==> src/rtl/pc_sequencer.sv <==
// Multi-cycle RV32I control sequencer: walks each instruction through
// fetch/decode/execute/memory/writeback and drives {reset,enable,pc_src,jalr} to the PC.
//
// state      | meaning
// RESET_HOLD | PC held in reset for RESET_HOLD_CYCLES edges after reset release
// FETCH      | imem request outstanding until imem_ready
// DECODE     | opcode class latched, unsupported/SYSTEM opcodes go to HALT
// EXECUTE    | branch decision registered
// MEMORY     | dmem request held until dmem_ready
// WRITEBACK  | PC update, register write, retire count
// HALT       | terminal, left only through reset
module pc_sequencer #(
    parameter int RESET_HOLD_CYCLES = 2,
    parameter int INSTRET_WIDTH     = 32
) (
    input  logic                     clk,
    input  logic                     reset,
    input  logic [6:0]               opcode,
    input  logic [2:0]               funct3,
    input  logic                     cmp_eq,
    input  logic                     cmp_lt,
    input  logic                     cmp_ltu,
    input  logic                     imem_ready,
    input  logic                     dmem_ready,
    input  logic                     halt_req,
    output logic [3:0]               pc_control,
    output logic                     imem_req,
    output logic                     ir_load,
    output logic                     dmem_req,
    output logic                     dmem_we,
    output logic                     reg_write,
    output logic [2:0]               state,
    output logic [INSTRET_WIDTH-1:0] instret,
    output logic                     illegal
);

    localparam logic [2:0] S_RESET_HOLD = 3'd0;
    localparam logic [2:0] S_FETCH      = 3'd1;
    localparam logic [2:0] S_DECODE     = 3'd2;
    localparam logic [2:0] S_EXECUTE    = 3'd3;
    localparam logic [2:0] S_MEMORY     = 3'd4;
    localparam logic [2:0] S_WRITEBACK  = 3'd5;
    localparam logic [2:0] S_HALT       = 3'd6;

    localparam logic [6:0] OPC_LUI    = 7'b0110111;
    localparam logic [6:0] OPC_AUIPC  = 7'b0010111;
    localparam logic [6:0] OPC_JAL    = 7'b1101111;
    localparam logic [6:0] OPC_JALR   = 7'b1100111;
    localparam logic [6:0] OPC_BRANCH = 7'b1100011;
    localparam logic [6:0] OPC_LOAD   = 7'b0000011;
    localparam logic [6:0] OPC_STORE  = 7'b0100011;
    localparam logic [6:0] OPC_OPIMM  = 7'b0010011;
    localparam logic [6:0] OPC_OP     = 7'b0110011;
    localparam logic [6:0] OPC_SYSTEM = 7'b1110011;

    localparam logic [3:0] C_NONE   = 4'd0;
    localparam logic [3:0] C_LUI    = 4'd1;
    localparam logic [3:0] C_AUIPC  = 4'd2;
    localparam logic [3:0] C_JAL    = 4'd3;
    localparam logic [3:0] C_JALR   = 4'd4;
    localparam logic [3:0] C_BRANCH = 4'd5;
    localparam logic [3:0] C_LOAD   = 4'd6;
    localparam logic [3:0] C_STORE  = 4'd7;
    localparam logic [3:0] C_OPIMM  = 4'd8;
    localparam logic [3:0] C_OP     = 4'd9;
    localparam logic [3:0] C_SYSTEM = 4'd10;

    localparam int HOLD_W = (RESET_HOLD_CYCLES > 1) ? $clog2(RESET_HOLD_CYCLES) : 1;
    localparam logic [HOLD_W-1:0] HOLD_LAST = HOLD_W'(RESET_HOLD_CYCLES - 1);

    logic [2:0]               r_state;
    logic [HOLD_W-1:0]        r_hold_cnt;
    logic [3:0]               r_op_class;
    logic                     r_take_branch;
    logic [INSTRET_WIDTH-1:0] r_instret;
    logic                     r_illegal;

    logic [3:0] w_dec_class;
    logic       w_branch_cond;
    logic       w_class_writes_rd;

    always_comb begin
        w_dec_class = C_NONE;
        case (opcode)
            OPC_LUI:    w_dec_class = C_LUI;
            OPC_AUIPC:  w_dec_class = C_AUIPC;
            OPC_JAL:    w_dec_class = C_JAL;
            OPC_JALR:   w_dec_class = C_JALR;
            OPC_BRANCH: w_dec_class = C_BRANCH;
            OPC_LOAD:   w_dec_class = C_LOAD;
            OPC_STORE:  w_dec_class = C_STORE;
            OPC_OPIMM:  w_dec_class = C_OPIMM;
            OPC_OP:     w_dec_class = C_OP;
            OPC_SYSTEM: w_dec_class = C_SYSTEM;
            default:    w_dec_class = C_NONE;
        endcase
    end

    // funct3 010/011 are not branch encodings and never take.
    always_comb begin
        w_branch_cond = 1'b0;
        case (funct3)
            3'b000:  w_branch_cond = cmp_eq;
            3'b001:  w_branch_cond = ~cmp_eq;
            3'b100:  w_branch_cond = cmp_lt;
            3'b101:  w_branch_cond = ~cmp_lt;
            3'b110:  w_branch_cond = cmp_ltu;
            3'b111:  w_branch_cond = ~cmp_ltu;
            default: w_branch_cond = 1'b0;
        endcase
    end

    always_ff @(posedge clk or posedge reset) begin
        if (reset) begin
            r_state       <= S_RESET_HOLD;
            r_hold_cnt    <= '0;
            r_op_class    <= C_NONE;
            r_take_branch <= 1'b0;
            r_illegal     <= 1'b0;
        end else begin
            case (r_state)
                S_RESET_HOLD: begin
                    if (r_hold_cnt == HOLD_LAST) begin
                        r_state <= S_FETCH;
                    end else begin
                        r_hold_cnt <= r_hold_cnt + 1'b1;
                    end
                end
                S_FETCH: begin
                    if (imem_ready) begin
                        r_state <= S_DECODE;
                    end
                end
                S_DECODE: begin
                    r_op_class <= w_dec_class;
                    if (w_dec_class == C_SYSTEM) begin
                        r_state <= S_HALT;
                    end else if (w_dec_class == C_NONE) begin
                        r_state   <= S_HALT;
                        r_illegal <= 1'b1;
                    end else begin
                        r_state <= S_EXECUTE;
                    end
                end
                S_EXECUTE: begin
                    r_take_branch <= (r_op_class == C_BRANCH) && w_branch_cond;
                    if ((r_op_class == C_LOAD) || (r_op_class == C_STORE)) begin
                        r_state <= S_MEMORY;
                    end else begin
                        r_state <= S_WRITEBACK;
                    end
                end
                S_MEMORY: begin
                    if (dmem_ready) begin
                        r_state <= S_WRITEBACK;
                    end
                end
                S_WRITEBACK: begin
                    r_state <= halt_req ? S_HALT : S_FETCH;
                end
                S_HALT: begin
                    r_state <= S_HALT;
                end
                default: begin
                    r_state <= S_HALT;
                end
            endcase
        end
    end

    always_ff @(posedge clk or posedge reset) begin
        if (reset) begin
            r_instret <= '0;
        end else if (r_state == S_WRITEBACK) begin
            r_instret <= r_instret + INSTRET_WIDTH'(1);
        end
    end

    always_comb begin
        case (r_op_class)
            C_LUI, C_AUIPC, C_JAL, C_JALR, C_LOAD, C_OP, C_OPIMM: w_class_writes_rd = 1'b1;
            default:                                              w_class_writes_rd = 1'b0;
        endcase
    end

    // Strobes come from registered state/flags only; ir_load also qualifies on imem_ready.
    always_comb begin
        pc_control = 4'b0000;
        imem_req   = 1'b0;
        ir_load    = 1'b0;
        dmem_req   = 1'b0;
        dmem_we    = 1'b0;
        reg_write  = 1'b0;
        case (r_state)
            S_RESET_HOLD: begin
                pc_control = 4'b1000;
            end
            S_FETCH: begin
                imem_req = 1'b1;
                ir_load  = imem_ready;
            end
            S_MEMORY: begin
                dmem_req = 1'b1;
                dmem_we  = (r_op_class == C_STORE);
            end
            S_WRITEBACK: begin
                pc_control[3] = 1'b0;
                pc_control[2] = 1'b1;
                pc_control[1] = (r_op_class == C_JAL) ||
                                ((r_op_class == C_BRANCH) && r_take_branch);
                pc_control[0] = (r_op_class == C_JALR);
                reg_write     = w_class_writes_rd;
            end
            default: begin
                pc_control = 4'b0000;
            end
        endcase
    end

    assign state   = r_state;
    assign instret = r_instret;
    assign illegal = r_illegal;

endmodule

==> config.mk <==
export PLATFORM = sky130hd
export DESIGN_NAME = pc_sequencer
export DESIGN_NICKNAME = d
export VERILOG_FILES = /design/src/rtl/pc_sequencer.sv
export SDC_FILE = /design/constraint.sdc
export NUM_CORES = 1
export LEC_CHECK = 0
export ABC_AREA = 1
export CAP_MARGIN = 5
export CELL_PAD_IN_SITES_DETAIL_PLACEMENT = 1
export CELL_PAD_IN_SITES_GLOBAL_PLACEMENT = 2
export CORE_ASPECT_RATIO = 1.2
export CORE_UTILIZATION = 28
export CTS_BUF_LIST = sky130_fd_sc_hd__clkbuf_4 sky130_fd_sc_hd__clkbuf_8
export DETAILED_ROUTE_END_ITERATION = 16
export PLACE_DENSITY = 0.78
export SYNTH_ARGS = -nofsm -noshare
export SYNTH_HDL_FRONTEND = slang
export SYNTH_SLANG_ARGS = --single-unit
export TNS_END_PERCENT = 50
==> constraint.sdc <==
create_clock -name clk -period 2.27 [get_ports clk]
set_clock_uncertainty 0.2 [all_clocks]
set_input_delay 0.3405 -clock clk [delete_from_list [all_inputs] [get_ports clk]]
set_output_delay 0.3405 -clock clk [all_outputs]
set_load 0.01 [all_outputs]
* Word-level counts from Yosys, hierarchy flattened
Index checks and enable logic that the tools add are counted.
** Cells by class
- $add $sub $neg :: 2
- Equal/unequal tests :: 33
- Muxes and demuxes :: 18
- Bitwise operators :: 4
- Reductions and logical operators :: 10
** Operator list (number)
- $pmux 4 s10 :: 1
- $add 32x1->32 const B :: 1
- $eq 7x7->1 const B :: 4
- $eq 7x6->1 const B :: 3
- $eq 3x3->1 const B :: 6
- $mux 3 :: 6
- $pmux 3 s6 :: 1
- $eq 4x3->1 const B :: 4
- $eq 7x5->1 const B :: 2
- $eq 4x4->1 const B :: 3
- $eq 4x2->1 const B :: 2
- $mux 1 :: 8
- $pmux 4 s2 :: 1
- $eq 7x2->1 const B :: 1
- $reduce_or 7->1 :: 1
- $eq 3x1->1 const B :: 2
- $eq 3x2->1 const B :: 2
- $logic_not 3->1 :: 2
- $ne 2x2->1 const B :: 3
- $pmux 1 s6 :: 1
- $reduce_and 3->1 :: 2
- $eq 4x1->1 const B :: 1
- $logic_not 4->1 :: 1
- $not 1->1 :: 4
- 3 further kinds :: 5
** Storage, ports and cells
- Register bits :: 42
- Input bits :: 18
- Output and inout bits :: 45

* Longest topological paths before layout
- Word-level depth :: 6
- Depth in mapped cells :: 11
- Depth with buffers taken out :: 11

* Worst setup path before layout
Ideal clock, no wire load.
- Path type :: flip-flop to output port
- Start point :: register r_state[0] (netlist: state[0])
- End point :: output dmem_we
- Arrival time :: 1.327 ns
- Setup slack :: 0.402 ns
- Stages on the path, launching flop included :: 6
- Buffers on the path :: 0
- Cell sequence :: dfrtp_1 > nor2_1 > inv_1 > nor2_1 > inv_1 > nor4_1
** Between the ends
- Cells in the longest elaborated chain, start to end :: 2
** Ends and longest elaborated chain
- from (decl) :: line 71 : logic [2:0] r_state;
- from (signal assigned) :: line 159 : r_state <= halt_req ? S_HALT : S_FETCH;
- $eq 3x3->1 :: line 194 : case (r_state)
- $mux 1 :: line 194
- to (decl) :: line 30 : output logic dmem_we,
No other way between the ends.

* Worst setup path in the final report
- Start point :: register r_op_class[3]
- End point :: output pc_control[1]
** Between the ends
- Cells in the longest elaborated chain, start to end :: 4
** Ends and longest elaborated chain
- from (decl) :: line 73 : logic [3:0] r_op_class;
- from (signal assigned) :: line 135 : r_op_class <= w_dec_class;
- $eq 4x3->1 :: line 210 : ((r_op_class == C_BRANCH) && r_take_branch);
- $logic_and 1x1->1 :: line 210
- $logic_or 1x1->1 * :: line 209 : pc_control[1] = (r_op_class == C_JAL) ||
- $pmux 4 s2 * :: line 194
- to (decl) :: line 26 : output logic [3:0] pc_control,
Mark *: on every way between the ends. The rest lies on a longest branch, timed or not.

==> impl_metrics.csv <==
group,metric,value,unit
timing,final-hold-violation-count,0,
route,drc,0,
synthesis,synth-seq-area-share,39.4,%
synthesis,synth_xor_area_share,7.56,%
layout,nFillCells,1183,
pwr,power_density,698,nW/um^2
synthesis,muxShareOfSynthArea,0,%
die,ios,63,
layout,utilization,39.6,%
timing,tightest_slew,0.754,ns
timing,tns,0,ns
timing,fin_crit,2.14,ns
clocking,cts_htree_levels,2,
route,drtIter0Drc,37,
die,die_area,9910,sq um
placement,gp_congestion,0.791,
worst_setup_path,cp_data_required_time,1.73,ns
synthesis,yosys.area.top_type_share,39.4,%
global_route,antenna_found_initial,0,
die,die_h,109,um
die,die_x,91.1,um
route,vias,2668,
synthesis,synth_cell_type_count,31,
die,start_util,29.2,%
layout,layoutNonFillerInstCount,579,
worst_setup_path,rrSetupSlack,0.32,ns
global_route,grt_overflow,0,
global_route,grt_pass1_wl,13100,um
synthesis,synth_top_family_by_area,"simple AND/OR/NAND/NOR gates",
placement,placedCellCount,570,
die,placementRows,38,
timing,fmax,468,MHz
worst_setup_path,worstPathMaxFanout,4,
synthesis,ys_warn_count,0,
die,core_area,9130,sq um
timing,fin_crit_sh,94.2,%
worst_setup_path,reg2reg_to,"instret[23]$_DFFE_PP0N_",
worst_setup_path,end_kind,"output port",
worst_setup_path,critPathCapture,"pc_control[1]",
synthesis,synth.net_count,401,
worst_setup_path,arrival,1.60,ns
placement,hpwl,6440,um
synthesis,synth-compound-area-share,6.71,%
worst_setup_path,startpoint,"r_op_class[3]$_DFFE_PP0P_",
global_route,grt_max_degree,21,
layout,drive_gt1_share,9.37,%
clocking,clock_sinks,42,
route,viasPerCell,4.61,
worst_setup_path,start_kind,"flop",
timing,finalSetupViolCount,0,
hold_path,holdCritPathClass,"in -> async",
run,max_cap_violations,0,
pwr,vdd_drop_max,423,uV
clocking,clk_pin_slew_worst_paths,0.08,ns
synthesis,synthSimpleGateAreaFrac,37.2,%
run_status,status,"completed",
timing,rsz0062_at_grt,"false",
layout,num-nets-final,478,
worst_setup_path,critPathKind,"reg -> out",
route,wl_per_cell,13.5,um
timing,maxSlewViolCount,0,
route,postRouteAntennaNets,0,
synthesis,netlist_area,2670,sq um
synthesis,netlist_instances,382,
layout,antenna_cells,0,
clocking,insertion_delay,0.30,ns
clocking,cts_tree,"done",
global_route,grt_usage,17.1,%
synthesis,synth.area.top_cells,"dfrtp_1, nand2_1, inv_1",
placement,portBuffers,62,
route,drtPass1Iterations,4,
synthesis,avgSynthCellArea,6.98,sq um
clocking,numCtsBuffers,5,
worst_setup_path,r2r-start,"state[1]$_DFFE_PP0P_",
worst_setup_path,reg2reg_depth,8,
synthesis,ys_ff_latch,42,
layout,synthToLayoutAreaGrowth,35.7,%
clocking,cts_root_buf,"clkbuf_8",
timing,slew_headroom,49.4,%
synthesis,yosysTopAreaCell,"dfrtp_1",
synthesis,synthAdderAreaFrac,0.469,%
pwr,power,2520,uW
pwr,power_leakage,0.00161,uW
route,wirelength,7810,um
clocking,cts_max_path_buffers,2,
global_route,grt_pass1_vias,2761,
## layout make-up
type / instances / area [sq um] / share of cell area [%]
clock buffers: 7 / 83.8 / 2.32
inverters: 59 / 221 / 6.12
multi-input cells: 279 / 1410 / 39.1
flip-flops and latches: 42 / 1050 / 29.1
well taps: 120 / 150 / 4.15
repair buffers: 72 / 697 / 19.3
## worst min path at each step
stage	from	endpoint	cells after the start
2_1_floorplan	r_hold_cnt$_DFFE_PP0P_	r_hold_cnt$_DFFE_PP0P_	1
6_report	reset	illegal$_DFFE_PP0P_	2
3_5_place_dp	r_hold_cnt$_DFFE_PP0P_	r_hold_cnt$_DFFE_PP0P_	1
4_1_cts	reset	illegal$_DFFE_PP0P_	2
3_3_place_gp	r_hold_cnt$_DFFE_PP0P_	r_hold_cnt$_DFFE_PP0P_	1
5_1_grt	reset	r_hold_cnt$_DFFE_PP0P_	2
## power breakdown
group          switching [uW]  internal [uW]
logic                     574            462
clock network             258            236
registers                 133            862
## per-stage QoR
stage | instance area [sq um] | setup slack [ns] | hold WS (ns)
after floorplan | 2670 | 0.402 | 0.240
after global placement | 3490 | 0.0947 | 0.262
after detailed placement | 3490 | 0.0138 | 0.256
after CTS | 3600 | 0.0187 | 0.211
after global routing | 3620 | 0.00576 | 0.228
final | 3620 | 0.132 | 0.185
## timing repair
item / 4_1_cts / 5_1_grt
endpoints found under the hold margin: 0 / 0
setup endpoints to repair: 8 / 3
hold buffers: 0 / 0
gates resized for setup: 12 / 4
buffers inserted: 2 / 0
gates cloned: 0 / 0
## routing by layer
metal	vias to the layer above	track usage, %	routed length (um)	part of all wire (%)
met5	-	0	0	0
met4	0	5.10	106	1.4
met3	7	3.21	245	3.1
met2	45	34.1	4300	55
met1	1264	18.0	3160	40
li1	1352	-	-	-
## worst max-delay path, stage by stage, from the launching register on
cell and delay [ns]:
dfrtp_1 0.40, inv_1 0.10, nand2_1 0.13, nor3_2 0.17, nand2_1 0.08, a21oi_1 0.14, dlygate4sd2_1 0.28
## cell usage after synthesis, drive strengths merged
master	instances
nand3	22
nand4	7
inv	58
or2	1
o22ai	2
nand2	116
a22oi	1
xor2	20
clkbuf	1
ha	1
a21oi	10
nor4	3
o21bai	2
a211oi	1
dfrtp	42
nor3	18
a31oi	1
xnor2	3
buf	1
nand3b	1
clkinv	1
nor2	54
o21ai	16
## cells in the final DEF, fill, tap and decap left out, types with 2 or more instances in the layout
cell type,netlist,routed
a21oi_1,10,10
buf_4,0,9
clkbuf_4,0,2
clkbuf_8,0,5
clkdlybuf4s50_1,0,54
clkinv_1,1,2
dfrtp_1,42,42
dlygate4sd2_1,0,6
dlymetal6s2s_1,0,2
inv_1,57,56
nand2_1,112,112
nand2_2,4,4
nand3_1,17,17
nand3_2,5,5
nand4_1,7,7
nor2_1,48,45
nor2_2,5,7
nor2_4,1,2
nor3_1,15,14
nor3_2,2,3
nor4_2,0,2
o21ai_0,15,15
o21bai_1,2,2
o22ai_1,2,2
xnor2_1,3,3
xor2_1,20,20
## flip-flops by register name (all words and copies together), names as in the netlist
register	cells
illegal	1
instret	32
r_hold_cnt	1
r_op_class	4
r_take_branch	1
state	3
## cell families after synthesis
logic type      count (synthesis)
buf+inv                        61
xor+xnor                       23
compound gates                 33
flops                          42
fa+ha+maj                       1
simple gates                  222
Power figures use the tool's default switching activity.
